<file path="config.mk">
export PLATFORM = sky130hd
export DESIGN_NAME = scratchpad_port_arbiter_flat
export DESIGN_NICKNAME = d
export VERILOG_FILES = /design/src/rtl/scratchpad_arb_pkg.sv /design/src/rtl/scratchpad_port_arbiter_if.sv /design/src/rtl/scratchpad_arb_starve_ctrl.sv /design/src/rtl/scratchpad_port_arbiter.sv /design/src/flat_wrapper.sv
export SDC_FILE = /design/constraint.sdc
export NUM_CORES = 1
export LEC_CHECK = 0
export CORE_AREA = 5 5 192 194
export DETAILED_ROUTE_END_ITERATION = 10
export DIE_AREA = 0 0 197 199
export GPL_TIMING_DRIVEN = 0
export SYNTH_ARGS = -nofsm -noshare
export SYNTH_HDL_FRONTEND = slang
export SYNTH_HIERARCHICAL = 1
export SYNTH_SLANG_ARGS = --single-unit
</file>
<file path="constraint.sdc">
create_clock -name clk -period 3.6 [get_ports clk]
set_clock_uncertainty 0.05 [all_clocks]
set_input_delay 1.08 -clock clk [delete_from_list [all_inputs] [get_ports clk]]
set_output_delay 1.08 -clock clk [all_outputs]
set_load 0.05 [all_outputs]
</file>
<file path="src/rtl/scratchpad_arb_pkg.sv">
// Shared types and default constants for the scratchpad port arbiter.
package scratchpad_arb_pkg;

  localparam int unsigned DEF_ADDR_W       = 32;
  localparam int unsigned DEF_MEM_AW       = 16;
  localparam int unsigned DEF_DATA_W       = 64;
  localparam int unsigned DEF_STARVE_LIMIT = 8;
  localparam int unsigned STARVE_CNT_W     = 8;

  typedef enum logic {
    P0_PRIO = 1'b0,
    P1_PRIO = 1'b1
  } arb_state_e;

  typedef enum logic {
    PORT0 = 1'b0,
    PORT1 = 1'b1
  } port_idx_e;

endpackage

</file>
<file path="src/rtl/scratchpad_port_arbiter_if.sv">
// Request/response and memory-side signal bundle for the scratchpad arbiter.
interface scratchpad_port_arbiter_if
  import scratchpad_arb_pkg::*;
#(
  parameter int unsigned ADDR_W = DEF_ADDR_W,
  parameter int unsigned MEM_AW = DEF_MEM_AW,
  parameter int unsigned DATA_W = DEF_DATA_W
);

  logic                  req0_valid;
  logic                  req0_ready;
  logic                  req0_write;
  logic [ADDR_W-1:0]     req0_addr;
  logic [DATA_W-1:0]     req0_wdata;
  logic [DATA_W/8-1:0]   req0_mask;
  logic                  rsp0_valid;
  logic [DATA_W-1:0]     rsp0_rdata;

  logic                  req1_valid;
  logic                  req1_ready;
  logic                  req1_write;
  logic [ADDR_W-1:0]     req1_addr;
  logic [DATA_W-1:0]     req1_wdata;
  logic [DATA_W/8-1:0]   req1_mask;
  logic                  rsp1_valid;
  logic [DATA_W-1:0]     rsp1_rdata;

  logic                  mem_en;
  logic                  mem_write;
  logic [MEM_AW-1:0]     mem_addr;
  logic [DATA_W-1:0]     mem_wdata;
  logic [DATA_W/8-1:0]   mem_mask;
  logic [DATA_W-1:0]     mem_rdata;

  // Arbiter side
  modport slave (
    input  req0_valid, req0_write, req0_addr, req0_wdata, req0_mask,
    input  req1_valid, req1_write, req1_addr, req1_wdata, req1_mask,
    input  mem_rdata,
    output req0_ready, rsp0_valid, rsp0_rdata,
    output req1_ready, rsp1_valid, rsp1_rdata,
    output mem_en, mem_write, mem_addr, mem_wdata, mem_mask
  );

  // Requesters plus memory
  modport master (
    output req0_valid, req0_write, req0_addr, req0_wdata, req0_mask,
    output req1_valid, req1_write, req1_addr, req1_wdata, req1_mask,
    output mem_rdata,
    input  req0_ready, rsp0_valid, rsp0_rdata,
    input  req1_ready, rsp1_valid, rsp1_rdata,
    input  mem_en, mem_write, mem_addr, mem_wdata, mem_mask
  );

endinterface

</file>
<file path="src/rtl/scratchpad_arb_starve_ctrl.sv">
// Port-1 starvation counter and the priority FSM it drives.
module scratchpad_arb_starve_ctrl
  import scratchpad_arb_pkg::*;
#(
  parameter int unsigned STARVE_LIMIT = DEF_STARVE_LIMIT
) (
  input  logic clk,
  input  logic rstn,
  input  logic req1_valid,
  input  logic req1_ready,
  output logic p1_prio
);

  localparam logic [STARVE_CNT_W-1:0] LIMIT    = STARVE_CNT_W'(STARVE_LIMIT);
  localparam logic [STARVE_CNT_W-1:0] LIMIT_M1 = STARVE_CNT_W'(STARVE_LIMIT - 1);

  arb_state_e              state;
  logic [STARVE_CNT_W-1:0] starve_cnt;
  logic                    denied;
  logic [STARVE_CNT_W-1:0] cnt_inc;

  assign denied  = req1_valid && !req1_ready;
  assign cnt_inc = (starve_cnt < LIMIT) ? starve_cnt + 1'b1 : starve_cnt;

  // Priority flips on the same edge the count reaches the limit, so the
  // next cycle already favours port 1.
  always_ff @(posedge clk or negedge rstn) begin
    if (!rstn) begin
      state      <= P0_PRIO;
      starve_cnt <= '0;
      p1_prio    <= 1'b0;
    end else begin
      case (state)
        P0_PRIO: begin
          if (denied) begin
            starve_cnt <= cnt_inc;
            if (starve_cnt >= LIMIT_M1) begin
              state   <= P1_PRIO;
              p1_prio <= 1'b1;
            end
          end else begin
            starve_cnt <= '0;
          end
        end
        P1_PRIO: begin
          if (!req1_valid || req1_ready) begin
            state      <= P0_PRIO;
            p1_prio    <= 1'b0;
            starve_cnt <= '0;
          end else begin
            starve_cnt <= cnt_inc;
          end
        end
        default: begin
          state      <= P0_PRIO;
          p1_prio    <= 1'b0;
          starve_cnt <= '0;
        end
      endcase
    end
  end

endmodule

</file>
<file path="src/rtl/scratchpad_port_arbiter.sv">
// Two-port scratchpad arbiter: zero-latency grant mux, starvation-based
// priority swap, and one-deep tagged read-response routing.
module scratchpad_port_arbiter
  import scratchpad_arb_pkg::*;
#(
  parameter int unsigned ADDR_W       = DEF_ADDR_W,
  parameter int unsigned MEM_AW       = DEF_MEM_AW,
  parameter int unsigned DATA_W       = DEF_DATA_W,
  parameter int unsigned STARVE_LIMIT = DEF_STARVE_LIMIT
) (
  input  logic                      clk,
  input  logic                      rstn,
  scratchpad_port_arbiter_if.slave  bus,
  output logic                      starve_active
);

  localparam int unsigned MASK_W = DATA_W / 8;

  logic              p1_prio;
  logic              xfer;
  port_idx_e         gnt_port;
  logic              sel_write;
  logic [MEM_AW-1:0] sel_word;
  logic [DATA_W-1:0] sel_wdata;
  logic [MASK_W-1:0] sel_mask;

  logic [MEM_AW-1:0] addr_q;
  logic [DATA_W-1:0] wdata_q;
  logic [MASK_W-1:0] mask_q;
  logic              rsp_pend;
  port_idx_e         rsp_port;

  scratchpad_arb_starve_ctrl #(
    .STARVE_LIMIT (STARVE_LIMIT)
  ) u_starve (
    .clk        (clk),
    .rstn       (rstn),
    .req1_valid (bus.req1_valid),
    .req1_ready (bus.req1_ready),
    .p1_prio    (p1_prio)
  );

  assign starve_active = p1_prio;

  // Readies are gated by rstn so every output is quiet while in reset.
  assign bus.req0_ready = rstn && bus.req0_valid && (!bus.req1_valid || !p1_prio);
  assign bus.req1_ready = rstn && bus.req1_valid && (!bus.req0_valid ||  p1_prio);

  assign xfer     = bus.req0_ready || bus.req1_ready;
  assign gnt_port = bus.req1_ready ? PORT1 : PORT0;

  always_comb begin
    sel_write = bus.req0_write;
    sel_word  = bus.req0_addr[MEM_AW+2:3];
    sel_wdata = bus.req0_wdata;
    sel_mask  = bus.req0_mask;
    if (gnt_port == PORT1) begin
      sel_write = bus.req1_write;
      sel_word  = bus.req1_addr[MEM_AW+2:3];
      sel_wdata = bus.req1_wdata;
      sel_mask  = bus.req1_mask;
    end
  end

  // Idle cycles replay the last granted fields to avoid bus toggling.
  assign bus.mem_en    = xfer;
  assign bus.mem_write = xfer && sel_write;
  assign bus.mem_addr  = xfer ? sel_word  : addr_q;
  assign bus.mem_wdata = xfer ? sel_wdata : wdata_q;
  assign bus.mem_mask  = xfer ? sel_mask  : mask_q;

  always_ff @(posedge clk or negedge rstn) begin
    if (!rstn) begin
      addr_q   <= '0;
      wdata_q  <= '0;
      mask_q   <= '0;
      rsp_pend <= 1'b0;
      rsp_port <= PORT0;
    end else begin
      rsp_pend <= xfer && !sel_write;
      if (xfer) begin
        addr_q   <= sel_word;
        wdata_q  <= sel_wdata;
        mask_q   <= sel_mask;
        rsp_port <= gnt_port;
      end
    end
  end

  assign bus.rsp0_valid = rsp_pend && (rsp_port == PORT0);
  assign bus.rsp1_valid = rsp_pend && (rsp_port == PORT1);
  assign bus.rsp0_rdata = bus.rsp0_valid ? bus.mem_rdata : '0;
  assign bus.rsp1_rdata = bus.rsp1_valid ? bus.mem_rdata : '0;

endmodule

</file>
<file path="src/flat_wrapper.sv">
// flat-port wrapper written by rule: the top's interface ports become plain ports
module scratchpad_port_arbiter_flat import scratchpad_arb_pkg::*;
#(
  parameter int unsigned ADDR_W       = DEF_ADDR_W,
  parameter int unsigned MEM_AW       = DEF_MEM_AW,
  parameter int unsigned DATA_W       = DEF_DATA_W,
  parameter int unsigned STARVE_LIMIT = DEF_STARVE_LIMIT
)
  (clk, rstn, starve_active, bus_req0_valid, bus_req0_write, bus_req0_addr, bus_req0_wdata, bus_req0_mask, bus_req1_valid, bus_req1_write, bus_req1_addr, bus_req1_wdata, bus_req1_mask, bus_mem_rdata, bus_req0_ready, bus_rsp0_valid, bus_rsp0_rdata, bus_req1_ready, bus_rsp1_valid, bus_rsp1_rdata, bus_mem_en, bus_mem_write, bus_mem_addr, bus_mem_wdata, bus_mem_mask);
  scratchpad_port_arbiter_if #(.ADDR_W(ADDR_W), .MEM_AW(MEM_AW), .DATA_W(DATA_W)) bus_i ();
  input  logic clk;
  input  logic rstn;
  output logic starve_active;
  input wire logic [$bits(bus_i.req0_valid)-1:0] bus_req0_valid;
  input wire logic [$bits(bus_i.req0_write)-1:0] bus_req0_write;
  input wire logic [$bits(bus_i.req0_addr)-1:0] bus_req0_addr;
  input wire logic [$bits(bus_i.req0_wdata)-1:0] bus_req0_wdata;
  input wire logic [$bits(bus_i.req0_mask)-1:0] bus_req0_mask;
  input wire logic [$bits(bus_i.req1_valid)-1:0] bus_req1_valid;
  input wire logic [$bits(bus_i.req1_write)-1:0] bus_req1_write;
  input wire logic [$bits(bus_i.req1_addr)-1:0] bus_req1_addr;
  input wire logic [$bits(bus_i.req1_wdata)-1:0] bus_req1_wdata;
  input wire logic [$bits(bus_i.req1_mask)-1:0] bus_req1_mask;
  input wire logic [$bits(bus_i.mem_rdata)-1:0] bus_mem_rdata;
  output wire logic [$bits(bus_i.req0_ready)-1:0] bus_req0_ready;
  output wire logic [$bits(bus_i.rsp0_valid)-1:0] bus_rsp0_valid;
  output wire logic [$bits(bus_i.rsp0_rdata)-1:0] bus_rsp0_rdata;
  output wire logic [$bits(bus_i.req1_ready)-1:0] bus_req1_ready;
  output wire logic [$bits(bus_i.rsp1_valid)-1:0] bus_rsp1_valid;
  output wire logic [$bits(bus_i.rsp1_rdata)-1:0] bus_rsp1_rdata;
  output wire logic [$bits(bus_i.mem_en)-1:0] bus_mem_en;
  output wire logic [$bits(bus_i.mem_write)-1:0] bus_mem_write;
  output wire logic [$bits(bus_i.mem_addr)-1:0] bus_mem_addr;
  output wire logic [$bits(bus_i.mem_wdata)-1:0] bus_mem_wdata;
  output wire logic [$bits(bus_i.mem_mask)-1:0] bus_mem_mask;
  assign bus_i.req0_valid = bus_req0_valid;
  assign bus_i.req0_write = bus_req0_write;
  assign bus_i.req0_addr = bus_req0_addr;
  assign bus_i.req0_wdata = bus_req0_wdata;
  assign bus_i.req0_mask = bus_req0_mask;
  assign bus_i.req1_valid = bus_req1_valid;
  assign bus_i.req1_write = bus_req1_write;
  assign bus_i.req1_addr = bus_req1_addr;
  assign bus_i.req1_wdata = bus_req1_wdata;
  assign bus_i.req1_mask = bus_req1_mask;
  assign bus_i.mem_rdata = bus_mem_rdata;
  assign bus_req0_ready = bus_i.req0_ready;
  assign bus_rsp0_valid = bus_i.rsp0_valid;
  assign bus_rsp0_rdata = bus_i.rsp0_rdata;
  assign bus_req1_ready = bus_i.req1_ready;
  assign bus_rsp1_valid = bus_i.rsp1_valid;
  assign bus_rsp1_rdata = bus_i.rsp1_rdata;
  assign bus_mem_en = bus_i.mem_en;
  assign bus_mem_write = bus_i.mem_write;
  assign bus_mem_addr = bus_i.mem_addr;
  assign bus_mem_wdata = bus_i.mem_wdata;
  assign bus_mem_mask = bus_i.mem_mask;
  scratchpad_port_arbiter #(.ADDR_W(ADDR_W), .MEM_AW(MEM_AW), .DATA_W(DATA_W), .STARVE_LIMIT(STARVE_LIMIT)) u_core (.clk(clk), .rstn(rstn), .bus(bus_i), .starve_active(starve_active));
endmodule
</file>
# After elaboration in Yosys (flattened, before gate mapping)
# Cells that the tools add are included.
dict set report totals {
  inputBits 278
  out_inout_bits 223
  register_bits 100
}
dict set report classes {
  bitwise 2
  n_lt_le_gt_ge 2
  addsub 1
  n_reduce_logical 19
  mux 22
  n_eq_ne 3
}
# op n
set ops {}
lappend ops {{$mux 64} 4}
lappend ops {{$mux 8} 5}
lappend ops {{$mux 16} 2}
lappend ops {{$pmux 8 s2} 1}
lappend ops {{$logic_and 1x1->1} 9}
lappend ops {{$add 8x1->8 const B} 1}
lappend ops {{$ge 8x3->1 const B} 1}
lappend ops {{$lt 8x4->1 const B} 1}
lappend ops {{$mux 1} 8}
lappend ops {{$logic_not 1->1} 5}
lappend ops {{$logic_or 1x1->1} 4}
lappend ops {{$ne 2x2->1 const B} 2}
lappend ops {{$pmux 1 s2} 2}
lappend ops {{$reduce_and 3->1} 1}
lappend ops {{$ne 2x1->1 const B} 1}
lappend ops {{$not 1->1} 2}

# Logic depth before layout (Yosys ltp)
# Gate-level depths: netlist of run 1.
dict set report logic_depth {
  word_depth 7
  mapped_depth 8
  depth_no_buf 5
}

# Hierarchy
# Netlist of run 1, hierarchy kept.
# module n_inst cells_per_inst area_each_um2
set modules_own_cells {}
lappend modules_own_cells {scratchpad_port_arbiter 1 684 5664.2}
lappend modules_own_cells {scratchpad_arb_starve_ctrl 1 36 421.7}

# Least setup slack after synthesis of run 1
# OpenSTA, ideal clock, no wires.
dict set report synth_timing {
  path_kind {input port to output port}
  from {in bus_req1_valid}
  to {out bus_mem_addr[10]}
  path_buffers 4
  cell_stages 6
  t_required_ns 2.470
  setup_slack_ns -0.301
  arrival_ns 2.771
  path_cell_list {buf_2 > o21a_1 > buf_4 > buf_6 > buf_2 > a31oi_1}
}
dict set report synth_between {
  elab_chain_cells 5
  word_cells_on_any_way 9
  cone_classes {mux: 3; reduce/logical: 6}
}
# item line_no
set synth_lines {}
lappend synth_lines {{from (decl)} flat_wrapper.sv:19} ;# input wire logic [$bits(bus_i.req1_valid)-1:0] bus_req1_valid;
lappend synth_lines {{$logic_not 1->1} scratchpad_port_arbiter.sv:46} ;# assign bus.req0_ready = rstn && bus.req0_valid && (!bus.req1_valid || !p1_prio);
lappend synth_lines {{$logic_or 1x1->1} scratchpad_port_arbiter.sv:46}
lappend synth_lines {{$logic_and 1x1->1} scratchpad_port_arbiter.sv:46}
lappend synth_lines {{$logic_or 1x1->1 *} scratchpad_port_arbiter.sv:49} ;# assign xfer = bus.req0_ready || bus.req1_ready;
lappend synth_lines {{named net bus_mem_en} flat_wrapper.sv:31} ;# output wire logic [$bits(bus_i.mem_en)-1:0] bus_mem_en;
lappend synth_lines {{$mux 16 *} --}
lappend synth_lines {{to (decl)} flat_wrapper.sv:33} ;# output wire logic [$bits(bus_i.mem_addr)-1:0] bus_mem_addr;
# The timed path passes the listed nets; every way through them passes the cells marked *.

# Worst setup path after layout of run 1
dict set report layout_timing {
  from {in bus_req1_valid}
  to {out bus_mem_addr[11]}
}
dict set report layout_between {
  elab_chain_cells 5
  word_cells_on_any_way 9
  cone_classes {mux: 3; reduce/logical: 6}
}
# item line_no
set layout_lines {}
lappend layout_lines {{$logic_and 1x1->1 or $logic_not 1->1 (tied branches)} {scratchpad_port_arbiter.sv:47, scratchpad_port_arbiter.sv:46}}
lappend layout_lines {{$logic_and 1x1->1 or $logic_or 1x1->1 (tied branches)} {scratchpad_port_arbiter.sv:47, scratchpad_port_arbiter.sv:46}}
lappend layout_lines {{$mux 1 or $logic_and 1x1->1 (tied branches)} {scratchpad_port_arbiter.sv:50, scratchpad_port_arbiter.sv:46}}
lappend layout_lines {{$mux 16 or $logic_or 1x1->1 (tied branches)} {scratchpad_port_arbiter.sv:57, scratchpad_port_arbiter.sv:49}}
lappend layout_lines {{$mux 16 *} --}
# Every way passes the cells marked *; elsewhere a longest branch is shown, timed or not.

==> impl_results.md, run 1 <==
- CP arrival: between 2 and 2.5 ns
- First-pass GRT wire length: roughly 57000 um
- Slowest cell on crit path: a31oi_4
- Cell Area, Synth: around 6100 um2
- CP max stage delay: approximately 0.25 ns
- Lkg Pwr: between 5 and 6 nW
- Initial Util: 17.36%
- Row cnt: just under 70
- Critical path type: in2out
- Ys flop type: dfrtp_1
- Largest net degree at the start of global routing: 32
- R2r endpoint: u_core/u_starve/starve_cnt[2]
- CP endpoint kind: output pin
- RSZ-0062 raised after global routing: no
- Final min period: between 3 and 4 ns
- Final Util: approximately two fifths
- Post-synth EDFFs: 0
- Maximum VDD drop: a little over 0.0002 V
- Worst-margin pin slew: a little under 0.6 ns
- Initial antenna violation count: 3
- Pwr Density: ~370 nW/um2
- Vias: around 8000
- Slew headroom: just over 60%
- CTS root buffer: clkbuf_16
- Max Cap Viol: 0
- Final nets: about 1500
- Vias per cell: between 4 and 5
- Critical-path cell list: buf_6 -> buf_12 -> o21a_1 -> buf_6 -> buf_12 -> buf_12 -> a31oi_4 -> buf_6
- R2r setup slk: between 1 and 1.5 ns
- Layout area overhead: 123.6%
- First-pass iteration count of the detailed router: 4
- PortBufs: between 400 and 500
- Clock buffer depth: 2
- Synthesis warning total: 6
- Worst r2r path cells: 8
- Number of H-tree levels: 3
- Sequential area share after synthesis: 41.12%
- Synth Area per Inst: between 8 and 9 um2
- CTS tree: yes
- Layout cells sized above 1: 26.33%
- Crit-path max FO: 8
- Die Wd: between 150 and 200 um
- Die Height: between 150 and 200 um
- Routed wire per std cell: approximately 24 um
- Synthesis-stage register bit count: 100
- CP required: 2.47 ns
- Initial drt markers: slightly below 300
- Distinct cells, synth: 33
- Min-delay worst type: reg2reg
- FF-to-FF Start: u_core/u_starve/p1_prio
- Final hold slack: 0.4247 ns
- Antenna Nets Post-Route: 0
- RD Place Congestion: slightly above 0.9
- Clk sink count: 100
- Final setup vio count: 0
- GRT Total Usage: roughly a fifth
- Post-synth net total: around 1000
- CTS Buf Count: 9
- Number of global-route vias before repair: between 8000 and 9000
- Max Slew Vio Count: 0
- DRC violations left: 0
- Top achievable clock speed: about 0.28 GHz
- Worst Setup SP: bus_req1_valid
- Setup crit end: bus_mem_addr[11]
- Top-Level Pins: around 500
- Final Hold Viols: 0
- Dpl hpwl: 29750 um
- Core footprint: 35050 um2
- Crit start category: primary input
- Worst-Skew Late Latency: ~0.36 ns
- Cells after Synth: a little over 700
- Die area: between 30000 and 40000 um2
- Final WL: ~40000 um
- Clock transition at the registers of the reported paths: 0.07 ns
- Async SR Flop Fraction: 100.0%
- Final period util: a little over nine tenths
- Overflow after GRT: 0
- Status: completed
[critical path, delay by kind of cell]
kind	cells	cell delay [ns]
buf+inv	6	0.91
compound gates	2	0.42
[what timing repair did]
action,CTS,global route
hold buffers,0,0
cloned,8,2
pin swaps,37,11
endpoints found under the setup margin,220,86
setup buffers,24,7
gates resized for setup,987,51
[cell families after synthesis]
group,synth area share [%]
flip-flops,41.12
buffers and inverters,7.340
adder cells (fa/ha/maj),0.2056
AND/OR/NAND/NOR,20.72
AO/OA/AOI/OAI,30.61
[how the worst min path moves through the flow]
| stage | start | endpoint | slack [ns] | cells past startpoint |
|---|---|---|---|---|
| after CTS | u_core/u_starve/state | u_core/u_starve/p1_prio | 0.42 | 1 |
| after floorplan | u_core/u_starve/state | u_core/u_starve/p1_prio | 0.39 | 1 |
| final | u_core/u_starve/state | u_core/u_starve/p1_prio | 0.42 | 1 |
| after global routing | u_core/u_starve/state | u_core/u_starve/p1_prio | 0.45 | 1 |
| after detailed placement | u_core/u_starve/state | u_core/u_starve/p1_prio | 0.42 | 1 |
| after global placement | u_core/u_starve/state | u_core/u_starve/p1_prio | 0.40 | 1 |
[metrics by stage]
| stage | area, um2 | total power, mW | TNS, ns | setup WS, ns | instances |
|---|---|---|---|---|---|
| 2_1_floorplan | 6580 | 2.682 | -2.710 | -0.3011 | 720 |
| 3_3_place_gp | 11840 | 3.659 | -1449.24 | -7.040 | 1649 |
| 3_5_place_dp | 11870 | 3.671 | -165.48 | -1.953 | 1650 |
| 4_1_cts | 13320 | 5.094 | -0.3054 | -0.05016 | 1695 |
| 5_1_grt | 13610 | 5.315 | 0 | 0.002046 | 1705 |
| 6_report | 13610 | 5.091 | 0 | 0.03790 | 1705 |
[synth_stat cells, types with 2 or more instances]
| cell type | n | share of area [%] |
|---|---|---|
| nor2b_1 | 3 | 0.31 |
| a31oi_1 | 88 | 9.0 |
| nor2_1 | 90 | 5.6 |
| dfrtp_1 | 100 | 41 |
| o2111ai_1 | 89 | 13 |
| nand2_1 | 3 | 0.19 |
| buf_6 | 3 | 0.56 |
| buf_4 | 5 | 0.62 |
| a21oi_1 | 4 | 0.33 |
| buf_2 | 18 | 1.5 |
| inv_1 | 2 | 0.12 |
| clkbuf_1 | 73 | 4.5 |
| o21ai_0 | 91 | 7.5 |
| and3_1 | 65 | 6.7 |
| and2_1 | 68 | 7.0 |
[layout by cell type, fill, tap and decap left out, drive strengths merged, types with 65 or more instances in the layout]
cell type,count
clkdlybuf4s50,245
buf,157
dlygate4sd2,128
dfrtp,100
o21ai,92
nor2,90
o2111ai,89
a31oi,88
clkbuf,81
and2,69
and3,65
[layout make-up]
| cell class | instances | area (um2) |
|---|---|---|
| tap | 461 | 576.8 |
| inverter | 3 | 16.27 |
| clock buffer | 10 | 239.0 |
| antenna | 2 | 5.005 |
| buffer | 95 | 797.0 |
| sequential | 100 | 2502 |
| multi-input combinational | 518 | 4190 |
| clock inverter | 6 | 86.33 |
| fill | 3562 | 21440 |
| timing repair buffer | 510 | 5196 |
[flip-flops by register name, summed over array words and instances (netlist names)]
signal / count
u_core/rsp_port: 1
u_core/u_starve/state: 1
u_core/addr_q: 16
u_core/rsp_pend: 1
u_core/wdata_q: 64
u_core/u_starve/p1_prio: 1
u_core/mask_q: 8
u_core/u_starve/starve_cnt: 8
[power by group]
part | leakage [nW] | internal, mW | switching [mW]
Clock | 0.159 | 0.630 | 0.481
Combinational | 4.51 | 1.02 | 1.65
Sequential | 1.14 | 1.27 | 0.0480
[per-layer routing]
metal  global-route usage (%)  part of all wire (%)  routed length (um)  up-vias
li1                         -                     -                   -     3785
met1                    22.62                    40               15960     3980
met2                    34.89                    51               20670      337
met3                    4.844                   6.5                2615       44
met4                    5.367                   2.2                 897        0
met5                        0                     0                   0        -
Power figures use the tool's default switching activity.
==> inputs of run 2 (changes only) <==
- CELL_PAD_IN_SITES_DETAIL_PLACEMENT: not set -> 1
- CELL_PAD_IN_SITES_GLOBAL_PLACEMENT: not set -> 2
- CORE_AREA: 5 5 192 194 -> not set
- CORE_MARGIN: not set -> 5
- CORE_UTILIZATION: not set -> 18
- DIE_AREA: 0 0 197 199 -> not set
- PLACE_DENSITY_LB_ADDON: not set -> 0.1
==> run 2 against run 1 <==
  * Combinational power is 4% lower
  * Flip-flop and latch count is the same
  * Utilization increased by 0.54 points
  * Largest power group unchanged
  * Wire length is 3.0% higher
  * Critical path depth decreased by 5
  * Hold slack got worse by 0.0059 ns
  * Highest routed layer is now met5
  * Critical path type unchanged
  * Power fell by 3.3%
==> impl_results.md, run 2 (synthesis results as in run 1) <==
- Status: completed
- Delay-heaviest family, CP: buffers and inverters
- CP arrival: approximately 2.4 ns
- Critical path type: in2out
- Layout area overhead: 116.4%
- CTS root buffer: clkbuf_16
- First-pass GRT wire length: around 61000 um
- CP required: about 2.5 ns
- Crit start category: primary input
- FF-to-FF Start: u_core/u_starve/p1_prio
- Register with the most flip-flops: u_core/wdata_q
- Critical-path cell list: clkdlybuf4s50_1 -> and3_1 -> dlygate4sd2_1
- Dpl hpwl: approximately 31000 um
- Final WL: 41360 um
- Initial Util: a little under a fifth
- Crit path buf inv count: 2
- Worst Setup SP: bus_mem_rdata[62]
- Layout cells sized above 1: 25.24%
- DRC violations left: 0
- Routed wire per std cell: about 25 um
- Pwr Density: around 370 nW/um2
- Final Util: 39.37%
- CP endpoint kind: output pin
- Final Non-Filler Cells: between 1500 and 2000
- Commonest non-fill, non-tap cells in the layout: 245 x clkdlybuf4s50_1, 120 x dlygate4sd2_1, 100 x dfrtp_1
- Vias per cell: roughly 4.7
- Power Total: 4.924 mW
- Max Slew Vio Count: 0
- Number of global-route vias before repair: 8663
- Overflow after GRT: 0
- Commonest non-fill, non-tap cell in the layout: clkdlybuf4s50_1
- Worst Min Path Start: u_core/u_starve/state
- GRT Total Usage: a little over a fifth
- Min-delay worst type: reg2reg
- CTS Hold Bufs: 0
- Final min period: about 3.6 ns
- Clk sink count: 100
- CP max stage delay: between 0.6 and 0.7 ns
- Pre-CTS WS: -1.649 ns
- Worst-margin pin slew: 0.6457 ns
- Top-Level Pins: around 500
- Clock buffer depth: 2
- Placed cells: approximately 1600
- Max Cap Viol: 0
- CTS tree: yes
- Final Hold Viols: 0
- PortBufs: approximately 470
- CTS Buf Count: 9
- Maximum VDD drop: ~0.00029 V
- Initial drt markers: about 280
- Clock transition at the registers of the reported paths: ~0.070 ns
- Crit-path max FO: 2
- RSZ-0062 raised after global routing: yes
- Worst-Skew Late Latency: 0.36 ns
- Max reg flops: between 60 and 70
- Final nets: approximately 1500
- Core footprint: 33450 um2
- Fillers: approximately 3800
- Slew headroom: between 50% and 60%
- Vias: 7969
- Number of H-tree levels: 3
- Slowest cell on crit path: dlygate4sd2_1
- Lkg Pwr: between 5 and 6 nW
- RD Place Congestion: 0.8671
- Initial antenna violation count: 5
- Final setup vio count: 0
- First-pass iteration count of the detailed router: 4
- Die Height: 193.9 um
- Final period util: a little over nine tenths
- Fin worst setup slack: 0.03677 ns
- Die Wd: roughly 190 um
- Die area: roughly 38000 um2
- Antenna Nets Post-Route: 0
- Row cnt: 67
- Largest registers: u_core/wdata_q: 64 flops, u_core/addr_q: 16 flops
- Top achievable clock speed: around 0.28 GHz
- Largest net degree at the start of global routing: 57
==> run 2: changes by cell type in the layout (fill, tap and decap cells not counted), moves of 5 or more <==
cell             change
clkdlybuf4s15_1      +5
a31oi_4             -15
a31oi_2             +13
clkbuf_2            +10
dlygate4sd2_1        -8
o21ai_0             +22
clkbuf_4             -5
o21ai_1             -22
buf_4                +5
buf_8                -8
==> run 2: final cells by class <==
class                      instances  area (um2)  area share, %
buffer                            94       664.4          5.046
sequential                       100        2502          19.00
multi-input combinational        518        4006          30.43
inverter                           3       13.76         0.1045
clock inverter                     4       47.55         0.3611
timing repair buffer             505        5114          38.84
tap                              448       560.5          4.257
antenna                            1       2.502        0.01900
clock buffer                      12       256.5          1.948
==> run 2: power breakdown <==
| part | total (mW) | internal [mW] | switching, mW |
|---|---|---|---|
| clock network | 1.05 | 0.576 | 0.471 |
| logic | 2.56 | 0.950 | 1.61 |
| registers | 1.31 | 1.27 | 0.0443 |
| total | 4.92 | 2.80 | 2.13 |
==> run 2: stage by stage <==
step	area [um2]	hold slack [ns]	TNS, ns
floorplan	6580	0.3851	-2.710
global placement	11830	0.3905	-1502.59
detailed placement	11850	0.4147	-135.02
CTS	12710	0.4245	-0.002229
global route	13170	0.4292	-0.09923
finish	13170	0.4188	0
==> run 2: repair_timing <==
item,in CTS,in global routing
setup buffers,23,5
gates cloned,8,0
setup endpoints to repair,220,120
resized for setup,846,98
pin swaps,9,5
==> run 2: final timing paths <==
kind	end	slack [ns]	cells after the start
min in group asynchronous	u_core/u_starve/p1_prio	0.45	1
worst max-delay path	bus_rsp1_rdata[62]	0.04	3
worst max register to register	u_core/u_starve/starve_cnt[2]	1.34	8
worst min register to register	u_core/u_starve/p1_prio	0.42	1
max in group asynchronous	u_core/addr_q[8]	2.42	3
worst min-delay path	u_core/u_starve/p1_prio	0.42	1
==> run 2: per-layer routing <==
metal  wire, um  up-vias  GRT usage (%)  share of wire (%)
met1      17300     3866          25.64                 42
met4        682        8          4.167                1.6
met2      20350      292          36.80                 49
met5         42        -              0               0.10
li1           -     3765              -                  -
met3       2992       38          7.228                7.2
==> run 2: worst reg2reg max path, delay by kind of cell (launching register included) <==
kind                   cells  cell delay [ns]
buffers and inverters      3             0.59
flip-flops                 1             0.39
AND/OR/NAND/NOR            5             1.17
